**src/rtl/id_ex_decode_issue_pkg.sv**
```systemverilog
// Shared definitions for the ID-stage decoder and the ID/EX issue register:
// MIPS opcode/funct encodings, ALUControl codes and the control bundle layout.
package id_ex_decode_issue_pkg;

  localparam int INSTR_W = 32;
  localparam int REG_W   = 5;
  localparam int ALUC_W  = 3;

  localparam logic [5:0] OP_RTYPE = 6'h00;
  localparam logic [5:0] OP_BEQ   = 6'h04;
  localparam logic [5:0] OP_ADDIU = 6'h09;
  localparam logic [5:0] OP_ANDI  = 6'h0c;
  localparam logic [5:0] OP_ORI   = 6'h0d;
  localparam logic [5:0] OP_LUI   = 6'h0f;
  localparam logic [5:0] OP_LW    = 6'h23;
  localparam logic [5:0] OP_SW    = 6'h2b;

  localparam logic [5:0] FN_ADDU = 6'h21;
  localparam logic [5:0] FN_SUBU = 6'h23;
  localparam logic [5:0] FN_AND  = 6'h24;
  localparam logic [5:0] FN_OR   = 6'h25;
  localparam logic [5:0] FN_SLT  = 6'h2a;

  localparam logic [ALUC_W-1:0] ALU_AND  = 3'b000;
  localparam logic [ALUC_W-1:0] ALU_OR   = 3'b001;
  localparam logic [ALUC_W-1:0] ALU_ADDU = 3'b010;
  localparam logic [ALUC_W-1:0] ALU_SUBU = 3'b110;
  localparam logic [ALUC_W-1:0] ALU_SLT  = 3'b111;

  typedef struct packed {
    logic [ALUC_W-1:0]  alu_control;
    logic               alu_src_imm;
    logic               a_zero;
    logic [INSTR_W-1:0] imm;
    logic [REG_W-1:0]   rs;
    logic [REG_W-1:0]   rt;
    logic [REG_W-1:0]   wreg;
    logic               reg_write;
    logic               mem_read;
    logic               mem_write;
    logic               branch;
    logic               illegal;
    logic               reads_rt;
  } ctrl_t;

endpackage

```
**src/rtl/id_ex_decode_issue_mips_ctrl_decode.sv**
```systemverilog
// Pure combinational MIPS instruction decoder producing the EX-stage control
// bundle, including whether the instruction reads rt (for hazard detection).
module mips_ctrl_decode
  import id_ex_decode_issue_pkg::*;
(
  input  logic [INSTR_W-1:0] instr,
  output ctrl_t              ctrl
);

  logic [5:0]  op;
  logic [5:0]  funct;
  logic [15:0] imm16;
  logic [INSTR_W-1:0] imm_sext;
  logic [INSTR_W-1:0] imm_zext;

  assign op       = instr[31:26];
  assign funct    = instr[5:0];
  assign imm16    = instr[15:0];
  assign imm_sext = {{16{imm16[15]}}, imm16};
  assign imm_zext = {16'h0000, imm16};

  always_comb begin
    ctrl         = '0;
    ctrl.rs      = instr[25:21];
    ctrl.rt      = instr[20:16];
    ctrl.illegal = 1'b1;
    if (instr == '0) begin
      ctrl.illegal = 1'b0;
    end else begin
      unique case (op)
        OP_RTYPE: begin
          ctrl.illegal   = 1'b0;
          ctrl.reg_write = 1'b1;
          ctrl.wreg      = instr[15:11];
          ctrl.reads_rt  = 1'b1;
          unique case (funct)
            FN_ADDU: ctrl.alu_control = ALU_ADDU;
            FN_SUBU: ctrl.alu_control = ALU_SUBU;
            FN_AND:  ctrl.alu_control = ALU_AND;
            FN_OR:   ctrl.alu_control = ALU_OR;
            FN_SLT:  ctrl.alu_control = ALU_SLT;
            default: begin
              ctrl.illegal   = 1'b1;
              ctrl.reg_write = 1'b0;
              ctrl.wreg      = '0;
              ctrl.reads_rt  = 1'b0;
            end
          endcase
        end
        OP_ADDIU, OP_ANDI, OP_ORI, OP_LUI, OP_LW: begin
          ctrl.illegal     = 1'b0;
          ctrl.reg_write   = 1'b1;
          ctrl.wreg        = instr[20:16];
          ctrl.alu_src_imm = 1'b1;
          ctrl.alu_control = ALU_ADDU;
          ctrl.imm         = imm_sext;
          if (op == OP_ANDI) begin
            ctrl.alu_control = ALU_AND;
            ctrl.imm         = imm_zext;
          end else if (op == OP_ORI) begin
            ctrl.alu_control = ALU_OR;
            ctrl.imm         = imm_zext;
          end else if (op == OP_LUI) begin
            ctrl.alu_control = ALU_OR;
            ctrl.a_zero      = 1'b1;
            ctrl.imm         = {imm16, 16'h0000};
          end else if (op == OP_LW) begin
            ctrl.mem_read    = 1'b1;
          end
        end
        OP_SW: begin
          ctrl.illegal     = 1'b0;
          ctrl.wreg        = instr[20:16];
          ctrl.alu_src_imm = 1'b1;
          ctrl.alu_control = ALU_ADDU;
          ctrl.imm         = imm_sext;
          ctrl.mem_write   = 1'b1;
          ctrl.reads_rt    = 1'b1;
        end
        OP_BEQ: begin
          ctrl.illegal     = 1'b0;
          ctrl.wreg        = instr[20:16];
          ctrl.alu_control = ALU_SUBU;
          ctrl.imm         = {imm_sext[29:0], 2'b00};
          ctrl.branch      = 1'b1;
          ctrl.reads_rt    = 1'b1;
        end
        default: ;
      endcase
    end
    // Writes to $0 are architecturally discarded; suppress them here.
    if (ctrl.wreg == '0) ctrl.reg_write = 1'b0;
  end

endmodule

```
**src/rtl/id_ex_decode_issue.sv**
```systemverilog
// ID/EX issue register: decodes one instruction per cycle, handles the IF/ID
// handshake, inserts a single bubble on load-use, and honours stall/flush.
module id_ex_decode_issue
  import id_ex_decode_issue_pkg::*;
#(
  parameter bit LOAD_USE_CHECK = 1'b1
) (
  input  logic               clk,
  input  logic               reset,
  input  logic               instr_valid,
  input  logic [INSTR_W-1:0] instr,
  input  logic [INSTR_W-1:0] pc,
  input  logic               ex_stall,
  input  logic               flush,
  output logic               instr_ready,
  output logic               ex_valid,
  output logic [ALUC_W-1:0]  ex_alu_control,
  output logic               ex_alu_src_imm,
  output logic               ex_a_zero,
  output logic [INSTR_W-1:0] ex_imm,
  output logic [REG_W-1:0]   ex_rs,
  output logic [REG_W-1:0]   ex_rt,
  output logic [REG_W-1:0]   ex_wreg,
  output logic               ex_reg_write,
  output logic               ex_mem_read,
  output logic               ex_mem_write,
  output logic               ex_branch,
  output logic               ex_illegal,
  output logic [INSTR_W-1:0] ex_pc
);

  ctrl_t              dec_p0;
  ctrl_t              ctrl_p1;
  logic               vld_p1;
  logic [INSTR_W-1:0] pc_p1;
  logic               load_use;

  mips_ctrl_decode u_decode (
    .instr (instr),
    .ctrl  (dec_p0)
  );

  assign load_use = LOAD_USE_CHECK && instr_valid && vld_p1 && ctrl_p1.mem_read
                    && (ctrl_p1.wreg != '0)
                    && ((dec_p0.rs == ctrl_p1.wreg)
                        || (dec_p0.reads_rt && (dec_p0.rt == ctrl_p1.wreg)));

  assign instr_ready = flush || (!ex_stall && !load_use);

  // ID -> EX register boundary
  always_ff @(posedge clk) begin
    if (reset) begin
      vld_p1  <= 1'b0;
      ctrl_p1 <= '0;
      pc_p1   <= '0;
    end else if (flush || (!ex_stall && (load_use || !instr_valid))) begin
      vld_p1            <= 1'b0;
      ctrl_p1.reg_write <= 1'b0;
      ctrl_p1.mem_read  <= 1'b0;
      ctrl_p1.mem_write <= 1'b0;
      ctrl_p1.branch    <= 1'b0;
      ctrl_p1.illegal   <= 1'b0;
    end else if (!ex_stall) begin
      vld_p1  <= 1'b1;
      ctrl_p1 <= dec_p0;
      pc_p1   <= pc;
    end
  end

  assign ex_valid       = vld_p1;
  assign ex_alu_control = ctrl_p1.alu_control;
  assign ex_alu_src_imm = ctrl_p1.alu_src_imm;
  assign ex_a_zero      = ctrl_p1.a_zero;
  assign ex_imm         = ctrl_p1.imm;
  assign ex_rs          = ctrl_p1.rs;
  assign ex_rt          = ctrl_p1.rt;
  assign ex_wreg        = ctrl_p1.wreg;
  assign ex_reg_write   = ctrl_p1.reg_write;
  assign ex_mem_read    = ctrl_p1.mem_read;
  assign ex_mem_write   = ctrl_p1.mem_write;
  assign ex_branch      = ctrl_p1.branch;
  assign ex_illegal     = ctrl_p1.illegal;
  assign ex_pc          = pc_p1;

  // reads_rt is consumed only from the decoder side; keep the registered copy referenced.
  logic unused_p1;
  assign unused_p1 = ctrl_p1.reads_rt;

endmodule
```
**config.mk**
```make
export PLATFORM = sky130hd
export DESIGN_NAME = id_ex_decode_issue
export DESIGN_NICKNAME = d
export VERILOG_FILES = /design/src/rtl/id_ex_decode_issue_pkg.sv /design/src/rtl/id_ex_decode_issue_mips_ctrl_decode.sv /design/src/rtl/id_ex_decode_issue.sv
export SDC_FILE = /design/constraint.sdc
export NUM_CORES = 1
export LEC_CHECK = 0
export CAP_MARGIN = 0
export CORE_MARGIN = 5
export CORE_UTILIZATION = 30
export CTS_BUF_LIST = sky130_fd_sc_hd__clkbuf_4 sky130_fd_sc_hd__clkbuf_8 sky130_fd_sc_hd__clkbuf_16
export DETAILED_ROUTE_END_ITERATION = 8
export PLACE_DENSITY = 0.58
export SKIP_CTS_REPAIR_TIMING = 1
export SYNTH_ARGS = -nofsm -noshare
export SYNTH_HDL_FRONTEND = slang
export SYNTH_HIERARCHICAL = 1
export SYNTH_SLANG_ARGS = --single-unit
```
**constraint.sdc**
```tcl
create_clock -name clk -period 2.8 [get_ports clk]
set_input_delay 0.28 -clock clk [delete_from_list [all_inputs] [get_ports clk]]
set_output_delay 0.28 -clock clk [all_outputs]
set_load 0.01 [all_outputs]
```
==> results by group <==
Outcome
  • Status: finished, final reports clean

Timing
  • Final hold vios: 0
  • Final setup violation count: 0
  • Achievable Freq: 0.419 GHz
  • Final Max Slew Viols: 0
  • Fin Hold WS: 0.476 ns
  • Final cycle utilization of the critical path: 85.3%
  • Fin crit period: 2.39 ns
  • RSZ-0062 raised after global routing: no
  • Final setup skew: 0.00682 ns
  • Normalized max-slew margin: 46.8%
  • Worst slew pin tran: 0.796 ns
  • Setup TNS: 0 ns

Logic synthesis
  • FFs w/ async S/R, synth: 0%
  • Cell accounting for the most synthesized area: dfxtp_1
  • #FFs+latches synth: 90
  • Post-synth EDFFs: 0
  • Ys Warns: 6
  • Synth cell types: 49
  • Yosys top cell area share: 46.7%
  • Mapped Avg Cell Area: 10.5 um^2
  • Syn Nets: 436
  • Cells after synthesis: 367
  • Ys flop type: dfxtp_1
  • Syn Std Cell Area: 3860 um^2
  • Register area share after synthesis: 46.7%
  • Synth top area cells: dfxtp_1 (47%), a22o_1 (24%), nor2_1 (2.7%)

Drt
  • Antenna viol nets, final: 0
  • Vias: 3443
  • Residual DRC count: 0
  • Routed length per instance: 17.6 um
  • Starting DRT DRC Count: 178
  • Total Wirelength: 12400 um
  • Drt pass-1 iters: 4
  • Via/cell ratio: 4.90

Clock network
  • CTS Buf Count: 9
  • H-tree Lvls: 3
  • Clock Sinks: 90
  • Max Root-Sink Buffers: 2
  • CTS tree: done
  • Clk slew on worst S/H paths: 0.06 ns
  • Clk_lat worst skew: 0.34 ns
  • Root buffer cell: clkbuf_16

Power and ir drop
  • Reg power frac: 41.9%
  • Leak: 0.00236 uW
  • Internal power: 2470 uW
  • Clock power frac: 46.8%
  • Tot Pwr: 3150 uW
  • VDD IR-drop max: 0.000316 V
  • Logic pwr share: 11.4%
  • Switch share: 21.8%
  • Switch Pwr: 685 uW
  • Power density cells: 524 nW/um^2

Setup path
  • Reg2Reg Setup Slack: 0.65 ns
  • R2r startpoint: ex_wreg[3]
  • WP data required: 3.08 ns
  • Worst Path Max Fanout: 21
  • R2R depth: 7
  • Startpoint Class: input pin
  • Crit path kind: in -> reg
  • Reg-to-reg endpoint: ex_a_zero
  • Worst setup EP type: register
  • CP arrival: 2.67 ns

Layout
  • Fin util: 47.7%
  • Antenna diodes: 0
  • Share of cells above drive strength 1: 12.6%
  • Area delta synth->final: 55.9%
  • Most common cell after layout, fill and taps aside: clkdlybuf4s50_1
  • Final net count: 595
  • Final instance area: 6020 um^2
  • Most frequent cells in the layout: clkdlybuf4s50_1 (157), a22o_1 (107), dfxtp_1 (90), nor2_1 (28), buf_4 (26)
  • Fill cells: 1212

Min path
  • Hold path depth: 1
  • Hold Path End: ex_rs[3]
  • Hold path startpoint: ex_rs[3]
  • Hold Crit Class: reg -> reg

Floorplanning
  • Rows: 41
  • I/O pin total: 160
  • Initial core utilization: 30.6%
  • Die Y: 123 um
  • Die width: 123 um
  • Die ar.: 15200 um^2
  • Core ar.: 12600 um^2

Placed design
  • Cell Area, Placed: 5640 um^2
  • RePlAce Congestion: 0.816
  • PortBufs: 159
  • Detailed Place HPWL: 9340 um

Global route
  • Grt total ovfl: 0
  • Aggregate global-route resource usage: 16.2%
  • Initial antenna violation count: 0
  • Vias in the first global route: 3453
  • Largest net degree at the start of global routing: 59
  • First-pass GRT wire length: 19000 um

Job
  • Max-cap violations: 0
[power groups by stage]
stage | Sequential, uW | Clock, uW | Combinational [uW]
floorplan | 1360 | 0 | 143
global placement | 1350 | 0 | 356
detailed placement | 1350 | 0 | 358
CTS | 1320 | 1520 | 360
global route | 1320 | 1560 | 383
finish | 1320 | 1470 | 358
[through the flow]
step / instances / setup slack [ns]
CTS: 703 / 0.0396
global placement: 687 / 0.0771
floorplan: 367 / 0.635
detailed placement: 687 / 0.0673
global route: 703 / 0.197
finish: 703 / 0.411
[sequential cells by signal (all words and copies together) (netlist names)]
name            cells
ex_branch           1
ex_wreg             5
ex_mem_write        1
ex_mem_read         1
ex_rt               5
ex_reg_write        1
ex_alu_src_imm      1
ex_alu_control      3
ex_valid            1
ex_a_zero           1
ex_pc              32
ex_imm             32
ex_rs               5
ex_illegal          1
[worst max path at each step]
stage | startpoint | end
after global placement | instr[2] | instr_ready
final | instr[28] | ex_a_zero
after CTS | instr[29] | instr_ready
after floorplan | instr[2] | ex_mem_read
after detailed placement | instr[2] | instr_ready
after global routing | instr[28] | ex_a_zero
[cell type report]
cell class | instances | area [um^2] | share of cell area [%]
clock inverters | 7 | 141 | 2.35
well taps | 172 | 215 | 3.58
flip-flops and latches | 90 | 1800 | 30.0
multi-input cells | 233 | 1780 | 29.6
inverters | 5 | 18.8 | 0.312
repair buffers | 187 | 1830 | 30.4
clock buffers | 9 | 225 | 3.74
[layer usage]
metal	global-route usage, %	vias up	share of wire (%)
li1	-	1709	-
met5	0	-	0
met2	25.9	116	46
met1	20.7	1610	45
met3	5.95	8	7.8
met4	4.36	0	1.1
[critical path, stage by stage]
cell and delay [ns]:
clkdlybuf4s50_1 0.43, buf_4 0.18, nor2_1 0.16, nand4_1 0.11, a21oi_1 0.19, inv_1 0.08, nand2_1 0.12, a32oi_2 0.13
buf_4 0.17, o31ai_4 0.29, buf_4 0.33, a22o_1 0.19
[cells in the mapped netlist (2+ instances only)]
cell	n
inv_1	5
nor3b_1	2
nand2_1	9
dfxtp_1	90
buf_4	12
a21o_1	3
nand4_1	4
and2_1	2
nor2b_1	2
o21bai_1	3
buf_2	17
o21ai_2	10
buf_6	9
a22o_1	107
nor4_1	7
a2bb2oi_1	2
xor2_1	9
nor2_1	28
nor3_1	4
nand2b_1	4
a21oi_2	2
o21ai_0	8
a31oi_1	2
[logic make-up after synthesis]
kind of cell / synth area share, %
DFF: 46.7
and+or+nand+nor: 10.2
xor gates and xnor gates: 2.27
buffers and inverters: 7.75
adders and majority gates: 0.259
AOI/OAI and AO/OA: 32.8
Note: power is estimated with default switching activity, not from simulation.
==> variant (same flow settings) <==
The parameter `LOAD_USE_CHECK` goes from 1'b1 to 1'b0.
--- a/src/rtl/id_ex_decode_issue.sv
+++ b/src/rtl/id_ex_decode_issue.sv
@@ -4,5 +4,5 @@
   import id_ex_decode_issue_pkg::*;
 #(
-  parameter bit LOAD_USE_CHECK = 1'b1
+  parameter bit LOAD_USE_CHECK = 1'b0
 ) (
   input  logic               clk,
Formal check against the unedited RTL: not equivalent (a bounded check fails within 4 cycles, from zero or initial values and one cycle with reset high).
==> variant against the original RTL <==
- synthesized area increased by 27%
- routed wire length increased by 16%
- sequential share of layout area down 4.1 points
- sequential power about the same
- non-clock buffer count fell by 15
- utilization shrank 4.2 points
- setup slack improved by 0.30 ns
- via count rose by 21%
- power down 2.2%
- sequential cell count unchanged
- design area is 16% higher
==> variant: results (changes against the original RTL) <==
| Metric | Value |
|---|---|
| CP max FO | `15 (was 21)` |
| Net count, final | `735 (was 595)` |
| Ys Warns | `6 (unchanged)` |
| Clock Latency Late Sink | `0.34 ns (about the same)` |
| Largest net degree at the start of global routing | `108 (was 59)` |
| Vias | `4,166 (was 3,443)` |
| Routability cong. | `0.837 (was 0.816)` |
| Post-synth net total | `601 (was 436)` |
| Syn Area/Cell | `9.24 um^2 (was 10.5 um^2)` |
| Setup violators final | `0 (unchanged)` |
| First-pass GRT wire length | `23,200 um (was 19,000 um)` |
| Worst Path Arrival | `2.32 ns (was 2.67 ns)` |
| Detail Placement HPWL | `10,700 um (was 9340 um)` |
| Placement Setup Slack | `0.381 ns (was 0.0673 ns)` |
| Maximum buffer depth of the clock tree | `2 (unchanged)` |
| Register Area | `1800 um^2 (unchanged)` |
| WL final | `14,300 um (was 12,400 um)` |
| Placed Cells | `871 (was 687)` |
| Gr usage total | `14.7% (was 16.2%)` |
| Hold Vio Cnt, Final | `0 (unchanged)` |
| DR pass1 iterations | `4 (unchanged)` |
| Worst min-delay path class | `reg2reg (unchanged)` |
| I/O Buffers | `159 (unchanged)` |
| Fillers | `1,610 (was 1,212)` |
| CTS Buf Count | `9 (unchanged)` |
| Relative slew slack | `49.9% (was 46.8%)` |
| Layout cell share with drive strength beyond 1 | `7.75% (was 12.6%)` |
| Placed Area | `6640 um^2 (was 5640 um^2)` |
| Clk root buf | `clkbuf_16 (unchanged)` |
| Leak Pwr | `2.39 nW (was 2.36 nW)` |
| Worst vdd ir | `0.000302 V (was 0.000316 V)` |
| Clock skew | `0 ns (was 0.00682 ns)` |
| Number of global-route vias before repair | `4,267 (was 3,453)` |
| Iteration-0 DRC Markers | `329 (was 178)` |
| Antenna cells | `0 (unchanged)` |
| Initial antenna violation count | `0 (unchanged)` |
| Run status | `finished clean (unchanged)` |
| H-tree depth | `3 (unchanged)` |
| CTS clock-pin slew for the worst setup and hold paths | `0.07 ns` |
| Wire length per cell | `16.1 um (was 17.6 um)` |
[variant: worst max-delay path: stages]
cell and delay (ns):
clkdlybuf4s50_1 0.63, inv_1 0.14, maj3_1 0.36, a21oi_2 0.19, a221o_2 0.39, o21ai_0 0.16, nand2b_1 0.10, mux2i_1 0.06
[variant: worst paths after layout]
check                           slack [ns]  cells after the start      endpoint          from
worst max register to register        2.16                      2    ex_imm[11]    ex_imm[11]
worst max-delay path                  0.71                      8    ex_imm[19]     instr[27]
worst min-delay path                  0.47                      2  ex_mem_write  ex_mem_write
worst min register to register        0.47                      2  ex_mem_write  ex_mem_write
[variant: layout make-up]
class | count | area share, %
inverters | 5 | 0.270
multi-input cells | 388 | 40.2
clock buffers | 12 | 3.56
repair buffers | 172 | 25.1
flip-flops and latches | 90 | 25.9
clock inverters | 4 | 1.10
well taps | 216 | 3.88
[variant: power by group]
part,internal (mW),leakage (nW),total (mW),switching (mW)
Combinational,0.241,1.50,0.426,0.185
Sequential,1.31,0.728,1.32,0.0137
Clock,0.815,0.157,1.34,0.521
Total,2.36,2.39,3.08,0.720
[variant: layer usage]
metal | track usage [%] | share of wire (%)
met3 | 4.52 | 7.5
met5 | 0 | 0
met4 | 5.04 | 1.7
met1 | 19.1 | 45
met2 | 23.3 | 46
